`config.mk`:
```
export PLATFORM = sky130hd
export DESIGN_NAME = nano_gpio_in
export DESIGN_NICKNAME = d
export VERILOG_FILES = /design/src/rtl/nano_pkg.sv /design/src/rtl/nano_debounce.sv /design/src/rtl/nano_gpio_in.sv
export SDC_FILE = /design/constraint.sdc
export NUM_CORES = 1
export LEC_CHECK = 0
export BUFFER_PORTS_ARGS = -buffer_cell sky130_fd_sc_hd__buf_2
export CELL_PAD_IN_SITES_DETAIL_PLACEMENT = 1
export CELL_PAD_IN_SITES_GLOBAL_PLACEMENT = 1
export CORE_MARGIN = 2
export CORE_UTILIZATION = 49
export CTS_CLUSTER_SIZE = 12
export DETAILED_ROUTE_END_ITERATION = 10
export GPL_ROUTABILITY_DRIVEN = 0
export PLACE_DENSITY_LB_ADDON = 0.1
export SLEW_MARGIN = 5
export SYNTH_ARGS = -nofsm -noshare
export SYNTH_HDL_FRONTEND = slang
export SYNTH_SLANG_ARGS = --single-unit
export TNS_END_PERCENT = 10
```
`constraint.sdc`:
```
create_clock -name clock -period 2.5 [get_ports clock]
set_input_delay 0.125 -clock clock [delete_from_list [all_inputs] [get_ports clock]]
set_output_delay 0.125 -clock clock [all_outputs]
set_load 0.03 [all_outputs]
```
`src/rtl/nano_pkg.sv`:
```
// nano_pkg: shared register map for the nano GPIO input peripheral.
package nano_pkg;

  // Register select decoded from the 2-bit bus address.
  typedef enum logic [1:0] {
    GPIO_ADDR_LEVEL = 2'd0,
    GPIO_ADDR_RISE  = 2'd1,
    GPIO_ADDR_FALL  = 2'd2,
    GPIO_ADDR_MASK  = 2'd3
  } GPIO_ADDR_T;

endpackage

```
`src/rtl/nano_debounce.sv`:
```
// nano_debounce: one-bit 2-flop synchroniser plus debounce counter.
// stable_o moves to the synchronised value only after it has differed from
// stable_o for DEBOUNCE_CYCLES+1 consecutive samples; rise_o/fall_o are
// combinational and high on exactly the edge where stable_o will change.
module nano_debounce #(
  parameter int unsigned DEBOUNCE_CYCLES = 50000
) (
  input  logic clock,
  input  logic areset_n,
  input  logic pin_i,
  output logic stable_o,
  output logic rise_o,
  output logic fall_o
);

  localparam int unsigned   CW       = $clog2(DEBOUNCE_CYCLES + 1);
  localparam logic [CW-1:0] TERMINAL = CW'(DEBOUNCE_CYCLES);

  logic          sync1_q;
  logic          sync2_q;
  logic          stable_q;
  logic          stable_d;
  logic [CW-1:0] cnt_q;
  logic [CW-1:0] cnt_d;
  logic          accept;

  // Two-flop synchroniser for the asynchronous pin.
  always_ff @(posedge clock or negedge areset_n) begin
    if (!areset_n) begin
      sync1_q <= 1'b0;
      sync2_q <= 1'b0;
    end else begin
      sync1_q <= pin_i;
      sync2_q <= sync1_q;
    end
  end

  // Count while the synchronised input disagrees; accept at terminal count.
  always_comb begin
    stable_d = stable_q;
    cnt_d    = '0;
    accept   = 1'b0;
    if (sync2_q != stable_q) begin
      if (cnt_q == TERMINAL) begin
        accept   = 1'b1;
        stable_d = sync2_q;
      end else begin
        cnt_d = cnt_q + CW'(1);
      end
    end
  end

  // Debounce state register.
  always_ff @(posedge clock or negedge areset_n) begin
    if (!areset_n) begin
      stable_q <= 1'b0;
      cnt_q    <= '0;
    end else begin
      stable_q <= stable_d;
      cnt_q    <= cnt_d;
    end
  end

  // Edge pulses aligned with the accepting edge.
  always_comb begin
    stable_o = stable_q;
    rise_o   = accept & sync2_q;
    fall_o   = accept & ~sync2_q;
  end

endmodule

```
`src/rtl/nano_gpio_in.sv`:
```
// nano_gpio_in: debounced GPIO input port on the nano CPU I/O bus.
// Registers: LEVEL (ro), RISE/FALL (sticky, write-1-to-clear), MASK.
// Build option NANO_GPIO_IRQ_EN adds the MASK register and the irq output;
// without it addr 3 reads 0 and writes there are ignored.
module nano_gpio_in
  import nano_pkg::*;
#(
  parameter int unsigned WIDTH           = 4,
  parameter int unsigned DEBOUNCE_CYCLES = 50000
) (
  input  logic             clock,
  input  logic             areset_n,
  input  logic [WIDTH-1:0] pins,
  input  logic             sel,
  input  logic             we,
  input  logic [1:0]       addr,
  input  logic [WIDTH-1:0] wdata,
  output logic [WIDTH-1:0] rdata,
  output logic             ack
`ifdef NANO_GPIO_IRQ_EN
  ,
  output logic             irq
`endif
);

  GPIO_ADDR_T       addr_t;
  logic             wr;
  logic             rd;
  logic [WIDTH-1:0] stable;
  logic [WIDTH-1:0] rise_ev;
  logic [WIDTH-1:0] fall_ev;
  logic [WIDTH-1:0] level_next;
  logic [WIDTH-1:0] clr_rise;
  logic [WIDTH-1:0] clr_fall;
  logic [WIDTH-1:0] rise_q;
  logic [WIDTH-1:0] rise_d;
  logic [WIDTH-1:0] fall_q;
  logic [WIDTH-1:0] fall_d;
  logic [WIDTH-1:0] rd_val;
  logic [WIDTH-1:0] rdata_q;
  logic [WIDTH-1:0] rdata_d;
  logic             ack_q;
  logic             ack_d;
`ifdef NANO_GPIO_IRQ_EN
  logic [WIDTH-1:0] mask_q;
  logic [WIDTH-1:0] mask_d;
  logic             irq_q;
  logic             irq_d;
`endif

  for (genvar g = 0; g < WIDTH; g++) begin : g_db
    nano_debounce #(
      .DEBOUNCE_CYCLES(DEBOUNCE_CYCLES)
    ) u_db (
      .clock   (clock),
      .areset_n(areset_n),
      .pin_i   (pins[g]),
      .stable_o(stable[g]),
      .rise_o  (rise_ev[g]),
      .fall_o  (fall_ev[g])
    );
  end

  // Bus decode, flag update with set-over-clear priority, read mux.
  // Reads see the level/flags as of the sampling edge (including events
  // accepted on that edge) but never the effect of a same-cycle clear.
  always_comb begin
    addr_t     = GPIO_ADDR_T'(addr);
    wr         = sel & we;
    rd         = sel & ~we;
    clr_rise   = (wr && addr_t == GPIO_ADDR_RISE) ? wdata : '0;
    clr_fall   = (wr && addr_t == GPIO_ADDR_FALL) ? wdata : '0;
    rise_d     = (rise_q & ~clr_rise) | rise_ev;
    fall_d     = (fall_q & ~clr_fall) | fall_ev;
    level_next = (stable & ~fall_ev) | rise_ev;
    rd_val     = '0;
    case (addr_t)
      GPIO_ADDR_LEVEL: rd_val = level_next;
      GPIO_ADDR_RISE:  rd_val = rise_q | rise_ev;
      GPIO_ADDR_FALL:  rd_val = fall_q | fall_ev;
`ifdef NANO_GPIO_IRQ_EN
      GPIO_ADDR_MASK:  rd_val = mask_q;
`else
      GPIO_ADDR_MASK:  rd_val = '0;
`endif
      default:         rd_val = '0;
    endcase
    rdata_d = rd ? rd_val : '0;
    ack_d   = sel;
  end

  // Sticky flags, read data and acknowledge registers.
  always_ff @(posedge clock or negedge areset_n) begin
    if (!areset_n) begin
      rise_q  <= '0;
      fall_q  <= '0;
      rdata_q <= '0;
      ack_q   <= 1'b0;
    end else begin
      rise_q  <= rise_d;
      fall_q  <= fall_d;
      rdata_q <= rdata_d;
      ack_q   <= ack_d;
    end
  end

`ifdef NANO_GPIO_IRQ_EN
  // Mask write and interrupt request from the current flags.
  always_comb begin
    mask_d = (wr && addr_t == GPIO_ADDR_MASK) ? wdata : mask_q;
    irq_d  = |((rise_q | fall_q) & mask_q);
  end

  // Mask and interrupt registers.
  always_ff @(posedge clock or negedge areset_n) begin
    if (!areset_n) begin
      mask_q <= '0;
      irq_q  <= 1'b0;
    end else begin
      mask_q <= mask_d;
      irq_q  <= irq_d;
    end
  end

  assign irq = irq_q;
`endif

  assign rdata = rdata_q;
  assign ack   = ack_q;

endmodule

```
# After elaboration in Yosys (flattened, before gate mapping)
# Index checks and enable logic that the tools add are counted.
# totals
wordCells,88
out_inout_bits,5
inputBits,14
regBits,89
# op_classes
muxes,20
n_reduce_logical,7
eq_ne,11
bitwise_logic,26
add_sub_neg,4
# ops
cell,count
16-bit two-way mux,8
16-bit by 1-bit adder with 16-bit output (second input constant),4
16-bit == test (second input constant),4
4-bit bitwise OR,5
4-bit one-hot mux with 4 select lines,1
4-bit bitwise AND,3
4-bit two-way mux,3
4-bit inverter,3
1-bit bitwise AND,10
1-bit two-way mux,8
2-bit AND reduction,4
1-bit inverter,5
2-bit == test (second input constant),2
1-bit inequality test,4
2-bit by 1-bit == test with 1-bit output (second input constant),1
1-bit logical AND,2
2-bit zero test,1

# Longest topological paths before layout
# logic_depth
depth_word,9
ltp_mapped,7
depth_no_buf,6

# Modules after synthesis
# A second synthesis with hierarchy kept.
# hier_totals
cells_unflattened,406
hier_area_um2,4461.8
# by_module_without_submodules
mod,area_per_inst_um2,n_inst,cells_per_inst,seq_area_each_um2
nano_debounce,974.7,4,89,475.5
nano_gpio_in,563.0,1,50,325.3

# Least setup slack after synthesis
# Ideal clock, no wire load.
# synth_timing
path_kind,reg-to-reg
from,register g_db[1].u_db.cnt_q[10]
to,register g_db[1].u_db.cnt_q[11]
t_required_ps,2381
stages_incl_launch_ff,6
synth_period_minus_slack_ps,1819
n_path_buf,1
slack_ps,681
t_arrival_ps,1700
setup_time_ps,119
path_cell_list,dfrtp_1 > or4b_4 > nor4_4 > o21bai_4 > buf_8 > nor2_1
# synth_between
elab_chain_len,3
word_cells_on_any_way,4
cone_classes,add/sub (1); eq/ne (1); mux (2)
# synth_lines
item,line_no,text
start: declaration,nano_debounce.sv:23,logic [CW-1:0] cnt_q;
start signal: assignment,nano_debounce.sv:60,cnt_q <= cnt_d;
16-bit by 1-bit adder with 16-bit output or 16-bit == test (tied branches),"nano_debounce.sv:48, nano_debounce.sv:44",
16-bit two-way mux *,nano_debounce.sv:44,if (cnt_q == TERMINAL) begin
16-bit two-way mux *,nano_debounce.sv:43,if (sync2_q != stable_q) begin
net g_db[1].u_db.cnt_d[11],nano_debounce.sv:24,logic [CW-1:0] cnt_d;
# The timed path passes the listed nets; every way through them passes the cells marked *.
# A chain may end at the register's enable or synchronous reset.

# Worst setup path after layout
# layout_timing
from,register g_db[2].u_db.cnt_q[2]
to,register g_db[2].u_db.cnt_q[7]
# layout_between
elab_chain_len,3
word_cells_on_any_way,4
cone_classes,add/sub (1); eq/ne (1); mux (2)
# layout_lines
item,line_no
start: declaration,nano_debounce.sv:23
start signal: assignment,nano_debounce.sv:60
16-bit by 1-bit adder with 16-bit output or 16-bit == test (tied branches),"nano_debounce.sv:48, nano_debounce.sv:44"
16-bit two-way mux *,nano_debounce.sv:44
16-bit two-way mux *,nano_debounce.sv:43
net g_db[2].u_db.cnt_d[7],nano_debounce.sv:24
# Marks and branches as above.

==> flow_summary.yaml <==
status:
  run_status: "completed"
pwr:
  ir_drop_mv: 0.279
  total_power_mw: 2.54
  power.density_nw_per_um2: 533
  p_leak_nw: 2.02
clock_network:
  clock_sinks: 89
  cts_htree_levels: 3
  cts-resized-gates: 0
  cts_tree: "yes"
  cts-hold-fix-buffers: 6
  post_cts_buffers: 0
  cts.clk_slew.worst_paths_ps: 90
  root_buffer: "clkbuf_8"
  worst_skew_pair.late_latency_ps: 340
  clk_path_buf_depth: 2
  numCtsBuffers: 9
setup_path:
  max_stage_delay_ps: 600
  path_cells: "nor4b_1 > nand4_1 > a21bo_1 > nor2_1"
  slowest_stage: "a21bo_1"
  timing.rr.start: "g_db[2].u_db.cnt_q[2]$_DFF_PN0_"
  cp-startpoint: "g_db[2].u_db.cnt_q[2]$_DFF_PN0_"
  arrival_ps: 2190
  start_kind: "flop"
  critical_path_class: "reg -> reg"
  end_kind: "flop"
  crit_fanout: 16
  cp.required_ps: 2710
floorplan:
  initial_utilization: 0.500
  fp.dieW_um: 97.6
  die_area_um2: 9530
  design.core.area_um2: 8590
  die_h_um: 97.6
  row_count: 34
  ioPinCount: 19
route:
  dr_wl_met3_um: 190
  met2_wirelength_um: 4370
  route.detailed.drc: 0
  wl_per_cell_um: 15.7
  drtAntennaViolNets: 0
  first_iter_violations: 67
  first_pass_iters: 6
  routed_wl_um: 8830
  topRoutingLayerUsed: "met4"
  wl_met1_um: 4220
  routed_via_density: 5.53
  route.vias.total: 3118
timing:
  slew_viol_final: 0
  tightestPinTransition_ps: 714
  finalSetupTns_ps: 0
  relSlewSlack: 0.517
  fin_crit_ps: 1980
  hold_viol: 0
  setup_viol_count_final: 0
  timing.fmax_mhz: 506
  period_share: 0.790
  rsz0062_at_grt: "no"
  finClkSkew_ps: 10.7
layout:
  antenna_cells: 0
  syn_to_final_growth_pct: 10.8
  design_area_um2: 4760
  fin_util: 0.554
  drive_gt1_frac: 0.112
  finalNetCount: 473
placement:
  dp_hpwl_um: 6300
  numPortBuffers: 18
  place_area_um2: 4520
logic_synthesis:
  synth_common_cells: "dfrtp_1, nor2_1, xnor2_1"
  syn_inst: 419
  synth.top_cell.area_share: 0.518
  ys_types: 48
  synth_edf_count: 0
  synth_compound_area_frac: 0.0728
  yosys.area_share.simple: 0.249
  synth-seq-cells: 89
  yosys_warnings: 0
  async_flop_share: 1.00
  synth_xor_area_frac: 0.0958
  syn_area_um2: 4300
  post_synth_fa_ha_maj_area_fraction: 0.0233
  avgSynthCellArea_um2: 10.3
  syn_nets: 441
  synth_area_leaders: "dfrtp_1, xnor2_1, nor2_1"
  synthMuxAreaShare: 0.0105
  yosysSeqAreaShare: 0.518
  yosysMostFrequentCell: "dfrtp_1"
  synth_area_leader_cell: "dfrtp_1"
  synth_flop_cell: "dfrtp_1"
  synth_top_family_by_area: "simple AND/OR/NAND/NOR gates"
global_routing:
  grtUsageTotal: 0.203
  grt_overflow: 0
  grt_max_degree: 48
  antenna_found_initial: 0
  grt_first_pass_wirelength_um: 15800
  grt_pass1_vias: 3327
flow_run:
  drv_cap: 0
hold_path:
  worstHoldStart: "wdata[3]"
  hp-class: "in -> reg"
==> through the flow <==
stage / setup slack, ps / cells / hold slack [ps]
floorplan: 681 / 419 / -171
global placement: 570 / 542 / 179
detailed placement: 493 / 542 / 178
CTS: 489 / 564 / 45.6
global route: 314 / 564 / 46.9
finish: 525 / 564 / 68.5
==> registers in the layout, indices dropped and copies added, names as in the netlist <==
name and flops:
g_db.u_db.cnt_q 64, fall_q 4, g_db.u_db.stable_o 4, g_db.u_db.sync1_q 4
g_db.u_db.sync2_q 4, rdata 4, rise_q 4, ack 1
==> final timing paths <==
path,cells past startpoint,endpoint,slack [ps]
worst max-delay path,4,g_db[2].u_db.cnt_q[7]$_DFF_PN0_,520
worst min register to register,0,g_db[0].u_db.sync2_q$_DFF_PN0_,360
worst max register to register,4,g_db[2].u_db.cnt_q[7]$_DFF_PN0_,520
max in group asynchronous,3,rdata[1]$_DFF_PN0_,1530
min in group asynchronous,2,g_db[0].u_db.cnt_q[9]$_DFF_PN0_,330
worst min-delay path,3,fall_q[3]$_DFF_PN0_,70
==> area by class of cell <==
| cell class | instances | area, um2 |
|---|---|---|
| Clock inverter | 4 | 28.8 |
| Timing Repair Buffer | 28 | 195 |
| Tap cell | 108 | 135 |
| Sequential cell | 89 | 2230 |
| Clock buffer | 12 | 145 |
| Multi-Input combinational cell | 300 | 1940 |
| Fill cell | 959 | 3830 |
| Inverter | 23 | 86.3 |
==> worst max-delay path: cells and delay by family (launching register included) <==
family,cells,cell delay [ps]
and+or+nand+nor,3,790
DFF,1,450
AOI/OAI and AO/OA,1,600
==> cells in the final DEF, fill, tap and decap left out, drive strengths merged, types with 3 or more instances in the layout <==
| master | n |
|---|---|
| nand2 | 28 |
| o21bai | 3 |
| nor3 | 6 |
| o2bb2ai | 4 |
| o21ai | 11 |
| mux2 | 4 |
| dlygate4sd3 | 6 |
| and3 | 3 |
| clkbuf | 12 |
| or4 | 5 |
| xor2 | 15 |
| nor4b | 4 |
| nand2b | 6 |
| dfrtp | 89 |
| nor4 | 10 |
| inv | 23 |
| nand4 | 14 |
| ha | 8 |
| xnor2 | 32 |
| nor2b | 5 |
| nor3b | 4 |
| nor2 | 64 |
| and4 | 3 |
| and2 | 4 |
| a21oi | 11 |
| nand3 | 24 |
| nor4bb | 5 |
| buf | 22 |
| or3 | 8 |
==> metal layers <==
metal,global-route usage,vias to the layer above
met2,0.340,29
met3,0.0475,4
met1,0.269,1570
met4,0.0438,0
li1,-,1515
met5,0,-
==> cells by family (layout without fill, tap and decap cells) <==
logic type | Yosys count | after routing
flip-flops | 89 | 89
XOR/XNOR | 47 | 47
multiplexers | 4 | 4
buffers and inverters | 30 | 67
adder cells (fa/ha/maj) | 8 | 8
AO/OA/AOI/OAI | 44 | 44
AND/OR/NAND/NOR | 197 | 197
==> where the power goes <==
group | switching, mW | internal (mW)
clock network | 0.485 | 0.389
logic | 0.0967 | 0.0616
registers | 0.0302 | 1.47
No activity file was read; power rests on OpenSTA's default activity.
